==> config.mk <==
export PLATFORM = sky130hd
export DESIGN_NAME = encoder_8to3
export DESIGN_NICKNAME = d
export VERILOG_FILES = /design/src/rtl/encoder_8to3_pkg.sv /design/src/rtl/encoder_8to3_core.sv /design/src/rtl/encoder_8to3.sv
export SDC_FILE = /design/constraint.sdc
export NUM_CORES = 1
export LEC_CHECK = 0
export ABC_CLOCK_PERIOD_IN_PS = 1000
export CAP_MARGIN = 30
export CORE_AREA = 2 2 39 41
export CTS_BUF_LIST = sky130_fd_sc_hd__clkbuf_4
export DETAILED_ROUTE_END_ITERATION = 6
export DIE_AREA = 0 0 41 43
export GPL_ROUTABILITY_DRIVEN = 0
export PLACE_DENSITY = 0.78
export SKIP_LAST_GASP = 1
export SYNTH_ARGS = -nofsm -noshare
export SYNTH_HDL_FRONTEND = slang
export SYNTH_SLANG_ARGS = --single-unit
==> constraint.sdc <==
create_clock -name clk -period 1 [get_ports clk]
set_input_delay 0.15 -clock clk [delete_from_list [all_inputs] [get_ports clk]]
set_output_delay 0.15 -clock clk [all_outputs]
set_load 0.1 [all_outputs]
==> src/rtl/encoder_8to3_pkg.sv <==
// Shared widths, defaults and output bundle type for the 8-to-3 encoder.
package encoder_8to3_pkg;

  localparam int unsigned IN_W  = 8;
  localparam int unsigned OUT_W = 3;
  localparam int unsigned CNT_W = 4;  // holds 0..8 without wrapping

  localparam bit MSB_PRIORITY_DEFAULT = 1'b1;

  // One coherent encode result; kept together so every field comes from one sample.
  typedef struct packed {
    logic [OUT_W-1:0] y;
    logic             valid;
    logic             multi;
    logic [CNT_W-1:0] count;
  } enc_out_t;

endpackage

==> src/rtl/encoder_8to3_core.sv <==
// Purely combinational encode of an 8-bit request vector.
// Ports:
//   a     - request vector, bit i means code i
//   y     - index of the winning set bit (0 when a is zero)
//   valid - any bit set
//   multi - more than one bit set
//   count - population count of a (0..8)
// MSB_PRIORITY selects the winner on multi-hot input: 1 = highest index, 0 = lowest.
module encoder_8to3_core
  import encoder_8to3_pkg::*;
#(
  parameter bit MSB_PRIORITY = MSB_PRIORITY_DEFAULT
) (
  input  logic [IN_W-1:0]  a,
  output logic [OUT_W-1:0] y,
  output logic             valid,
  output logic             multi,
  output logic [CNT_W-1:0] count
);

  // Scan order decides priority: the last set bit visited wins.
  always_comb begin
    y = '0;
    if (MSB_PRIORITY) begin
      for (int i = 0; i < int'(IN_W); i++) begin
        if (a[i]) y = OUT_W'(i);
      end
    end else begin
      for (int i = int'(IN_W) - 1; i >= 0; i--) begin
        if (a[i]) y = OUT_W'(i);
      end
    end
  end

  always_comb begin
    count = '0;
    for (int i = 0; i < int'(IN_W); i++) begin
      count = count + CNT_W'(a[i]);
    end
  end

  assign valid = |a;
  assign multi = (count > CNT_W'(1));

endmodule

==> src/rtl/encoder_8to3.sv <==
// 8-to-3 priority encoder with zero, multi-hot and popcount flags.
// Ports:
//   clk   - rising-edge clock (registered mode only)
//   rst   - asynchronous active-high reset, clears registered outputs
//   en    - capture enable (registered mode only)
//   a     - request vector
//   y     - index of the selected set bit
//   valid - at least one bit set in the sample
//   multi - more than one bit set in the sample
//   count - population count of the sample
// REG_OUT = 1 registers the encode result (latency 1, held while en = 0);
// REG_OUT = 0 passes the combinational result straight through.
module encoder_8to3
  import encoder_8to3_pkg::*;
#(
  parameter bit MSB_PRIORITY = MSB_PRIORITY_DEFAULT,
  parameter bit REG_OUT      = 1'b1
) (
  input  logic             clk,
  input  logic             rst,
  input  logic             en,
  input  logic [IN_W-1:0]  a,
  output logic [OUT_W-1:0] y,
  output logic             valid,
  output logic             multi,
  output logic [CNT_W-1:0] count
);

  enc_out_t enc_d;

  encoder_8to3_core #(
    .MSB_PRIORITY(MSB_PRIORITY)
  ) u_core (
    .a    (a),
    .y    (enc_d.y),
    .valid(enc_d.valid),
    .multi(enc_d.multi),
    .count(enc_d.count)
  );

  if (REG_OUT) begin : g_reg
    enc_out_t enc_q;

    // All fields load together so the outputs always describe one sample of a.
    always_ff @(posedge clk or posedge rst) begin
      if (rst) begin
        enc_q <= '0;
      end else if (en) begin
        enc_q <= enc_d;
      end
    end

    assign y     = enc_q.y;
    assign valid = enc_q.valid;
    assign multi = enc_q.multi;
    assign count = enc_q.count;
  end else begin : g_comb
    // Clock, reset and enable have no role in the pass-through build.
    logic unused_ctrl;
    assign unused_ctrl = ^{clk, rst, en};

    assign y     = enc_d.y;
    assign valid = enc_d.valid;
    assign multi = enc_d.multi;
    assign count = enc_d.count;
  end

endmodule

==> out/metrics.cfg, run 1 <==
[worst_setup_path]
cp.buffers_inverters=5
critPathSlowestCell=fa_1
critPathMaxStageDelay_ps=510
reg2reg_slack_ps=190
cp.arrival_ps=2570
critPathTopFamily=adder cells
path_class=input port to flip-flop
startpoint_type=input port
cp_common_cell=inv_2
cp_max_fo=2
path_cells=buf_8, inv_8, ha_4, inv_2, fa_1, fa_1, inv_2, fa_2, inv_2, fa_2, a31oi_1
required_ps=1180
end_kind=flip-flop

[floorplan]
num_io_pins=20
core.rowCount=14
die_height_um=43
core_sq_mm=0.00138
start_util_pct=42.1
die_area_sq_mm=0.00176
die_x_um=41

[cts]
clk_pin_slew_worst_paths_ps=70
clockBufferDepth=2
cts_hold_buffers=0
insertion_delay_ps=260
cts_root_buf=clkbuf_4
cts_tree=built
htreeDepth=1
clock-sinks=9
cts_buffers=3

[timing]
setup_slack_ps=-1390
finClkSkew_ps=0
slew_headroom_pct=76.6
report.final.slew_viol_count=0
rsz0062_at_grt=true
finalSetupViolCount=14
fmax_mhz=419
holdWs_ps=143
post-route-period-util_pct=239
tightest_slew_ps=351
finalHoldViolCount=0
period_needed_ps=2390

[layout]
num_antenna_cells=0
fillerInstances=81
syn_to_final_growth_pct=93.3
drive_above_1_share_pct=59.4
layout.nets=116
postLayoutCoreUtil_pct=81.5

[logic_synthesis]
synth_top_flop_cell=dfrtp_1
syn_nets=78
synthTopCellsByCount=14 x inv_1, 9 x dfrtp_1, 7 x nor2_1
synth.top_cells.by_area=dfrtp_1 39%, fa_1 14%, inv_1 9.0%, ha_1 8.6%, nor2_1 4.5%
netlist_instances=59
synth-async-reset-ratio_pct=100
yosys.cell_types.count=21
ys_seq_area_share_pct=38.6
synth_edf_count=0
synth-seq-cells=9
synth_most_common_cell=inv_1
yosysTopAreaCell=dfrtp_1
synth_area_per_cell_sq_um=9.88
yosys.area.top_type_share_pct=38.6
yosys_warnings=0
syn_area_sq_um=583

[drt]
first_pass_iters=4
wl_per_cell_um=13.4
m1WireLength_um=651
viasPerCell=5.12
dr_wl_met2_um=746
drc=0
num_vias=573
ant_nets=0
drt_wl_total_um=1500
dr_wl_met3_um=84
drt_iter0_drc=13
maxUsedRoutingLayer=met4

[grt]
grt_pass1_wl_um=2300
overflow=0
track_usage_pct=19.7
first_global_vias=553
antenna_found_initial=0
grt_max_degree=10

[place]
port_buffers=19
dp_slack_ps=-2150
dp_hpwl_um=1130

[power]
peakVddDrop_mv=1.27
pwr_density_cell_mw_per_mm2=1880
leakage_nw=0.532

[run]
cap_violations=0

[outcome]
status=finished, violations left
violations=negative setup slack

[min_path]
hp-class=input port to async pin

==> final cells by class <==
| cell class | instances | area (sq um) | area share [%] |
|---|---|---|---|
| clock buffer | 4 | 30.0 | 2.66 |
| inverter | 14 | 65.1 | 5.77 |
| multi-input combinational | 35 | 370 | 32.9 |
| sequential | 9 | 238 | 21.1 |
| tap | 16 | 20.0 | 1.78 |
| timing repair buffer | 34 | 404 | 35.8 |
==> report_power, final <==
part,switching [mW],leakage (nW),internal (mW)
Sequential,0.0747,0.0909,0.444
Clock,0.142,0.0184,0.181
Combinational,0.757,0.423,0.525
Total,0.973,0.532,1.15
==> stage by stage <==
step | power, mW | instance area (sq um) | cells | TNS [ps]
5_1_grt | 2.21 | 1130 | 112 | -6770
6_report | 2.12 | 1130 | 112 | -6400
3_5_place_dp | 1.72 | 1020 | 105 | -12090
4_1_cts | 2.08 | 1080 | 110 | -6860
2_1_floorplan | 1.22 | 633 | 59 | -6590
3_3_place_gp | 1.69 | 1020 | 105 | -11640
==> cells in the final DEF (no fill, tap or decap), types with 3 or more instances in the layout <==
cell	n
inv_1	8
ha_1	3
dfrtp_2	7
inv_2	4
buf_12	9
clkdlybuf4s50_1	3
clkbuf_4	4
dlygate4sd2_1	4
nor2_1	7
buf_4	14
==> worst paths after layout <==
path                                      start              endpoint  cells past startpoint
hold reg to reg            count[2]$_DFFE_PP0P_  count[2]$_DFFE_PP0P_                      2
setup / recovery                           a[1]     multi$_DFFE_PP0P_                     11
setup reg to reg               y[2]$_DFFE_PP0P_      y[2]$_DFFE_PP0P_                      3
max in group asynchronous                   rst  count[2]$_DFFE_PP0P_                      2
min in group clk                           a[1]     valid$_DFFE_PP0P_                      4
hold / removal                              rst      y[1]$_DFFE_PP0P_                      2
==> state kept, by name, summed over array words and instances, names as in the netlist <==
name and count:
count 4, multi 1, valid 1, y 3
==> cells by family after synthesis <==
group	count (synthesis)	share of synthesized area [%]
buffers and inverters	15	9.87
AND/OR/NAND/NOR	15	12.7
AO/OA/AOI/OAI	11	14.6
flip-flops	9	38.6
adder cells (fa/ha/maj)	8	22.3
multiplexers	1	1.93
==> metal layers <==
metal	track usage, %	up-vias
met5	0	-
met4	9.33	0
met3	4.71	3
met2	30.6	23
met1	24.5	281
li1	-	266
==> what timing repair did <==
action | 4_1_cts | 5_1_grt
pin swaps | 7 | 6
endpoints found under the setup margin | 18 | 16
gates resized for setup | 24 | 6
buffers inserted | 1 | 2
==> worst reg2reg max path, delay by kind of cell, from the launching register on <==
| kind | cells | cell delay (ps) |
|---|---|---|
| buf+inv | 1 | 140 |
| simple gates | 1 | 90 |
| compound gates | 1 | 50 |
| flops | 1 | 420 |
Note: power is estimated with default switching activity, not from simulation.
==> inputs of run 2 (changes only) <==
Settings changed: RECOVER_POWER set to 25.
==> out/metrics.cfg, run 2 (synthesized netlist as in run 1, its figures left out) <==
[power]
finalPower_mw=2.12
combPwrFrac_pct=60.3
switching_power_mw=0.973
pwr_density_cell_mw_per_mm2=1880
clkPwrFrac_pct=15.2
leakage_nw=0.532
peakVddDrop_mv=1.27
cellInternalPower_mw=1.15
sw_frac_of_total_pct=45.8
pwr-share-seq_pct=24.5

[timing]
fin_tns_setup_ps=-6400
slew_headroom_pct=76.6
finalHoldViolCount=0
rsz0062_at_grt=true
fmax_mhz=419
finClkSkew_ps=0
period_needed_ps=2390
finalSetupViolCount=14
holdWs_ps=258
tightest_slew_ps=350
report.final.slew_viol_count=0
setup_slack_ps=-1390
post-route-period-util_pct=239

[layout]
drive_above_1_share_pct=59.4
fillerInstances=81
layout_common_cells=14 x buf_4, 9 x buf_12, 8 x inv_1
seqCellArea_sq_um=238
num_antenna_cells=0
layout_commonest_cell=buf_4
syn_to_final_growth_pct=93.3
largest_register_ffs=4
layout.nets=116
postLayoutCoreUtil_pct=81.5
multi_input_area_sq_um=370

[cts]
clockBufferDepth=2
htreeDepth=1
cts_hold_buffers=0
insertion_delay_ps=260
cts_tree=built
cts_buffers=3
cts_root_buf=clkbuf_4
clock-sinks=9
clk_pin_slew_worst_paths_ps=70

[worst_setup_path]
reg2reg_slack_ps=190
end_kind=flip-flop
cp.arrival_ps=2570
cp_max_fo=2
path_class=input port to flip-flop
required_ps=1180
startpoint_type=input port

[floorplan]
core.rowCount=14
num_io_pins=20
start_util_pct=42.1
die_x_um=41
die_area_sq_mm=0.00176
die_height_um=43
core_sq_mm=0.00138

[grt]
antenna_found_initial=0
grt_max_degree=10
track_usage_pct=19.7
grt_pass1_wl_um=2300
overflow=0
first_global_vias=553

[outcome]
violations=negative setup slack
status=finished, violations left

[drt]
wl_per_cell_um=13.4
drt_wl_total_um=1500
first_pass_iters=4
drc=0
num_vias=573
ant_nets=0
drt_iter0_drc=13
viasPerCell=5.12

[place]
dp_hpwl_um=1130
port_buffers=19

[run]
cap_violations=0

[min_path]
hp-class=input port to flip-flop

[run 2: worst paths after layout]
path,startpoint,to,cells past startpoint
min,a[1],valid$_DFFE_PP0P_,4
min in group asynchronous,rst,y[1]$_DFFE_PP0P_,2
max,a[1],multi$_DFFE_PP0P_,11
max in group asynchronous,rst,count[2]$_DFFE_PP0P_,2
max reg2reg,y[2]$_DFFE_PP0P_,y[2]$_DFFE_PP0P_,3
min reg2reg,count[2]$_DFFE_PP0P_,count[2]$_DFFE_PP0P_,2
[run 2: area by class of cell]
type                    instances  share of cell area, %
repair buffers                 34                   35.8
multi-input cells              35                   32.9
flip-flops and latches          9                   21.1
well taps                      16                   1.78
inverters                      14                   5.77
clock buffers                   4                   2.66
[run 2: power groups by stage]
stage / logic, mW / registers [mW] / clock network (mW)
floorplan: 0.239 / 0.985 / 0
global placement: 1.17 / 0.522 / 0
detailed placement: 1.19 / 0.526 / 0
CTS: 1.23 / 0.519 / 0.327
global route: 1.34 / 0.524 / 0.350
finish: 1.28 / 0.519 / 0.323
[run 2: repair_timing]
action / CTS / global route
buffers inserted: 1 / 2
endpoints found under the setup margin: 18 / 16
gates resized for setup: 24 / 6
endpoints found under the hold margin: 0 / 0
pin swaps: 7 / 6
[run 2: through the flow]
stage	setup WS [ps]	instances	instance area, sq um
3_5_place_dp	-2150	105	1020
5_1_grt	-1420	112	1130
3_3_place_gp	-2100	105	1020
2_1_floorplan	-1450	59	633
4_1_cts	-1450	110	1080
6_report	-1390	112	1130
[run 2: layer usage]
metal | share of wire [%] | track usage (%) | up-vias
met4 | 1.3 | 9.33 | 0
met3 | 5.9 | 4.71 | 3
met1 | 43 | 24.5 | 281
met5 | 0 | 0 | -
li1 | - | - | 266
met2 | 50 | 30.6 | 23
[run 2: critical path, stage by stage]
cell and delay [ps]:
buf_8 90, inv_8 30, ha_4 250, inv_2 30
fa_1 450, fa_1 510, inv_2 40, fa_2 340
inv_2 60, fa_2 440, a31oi_1 180
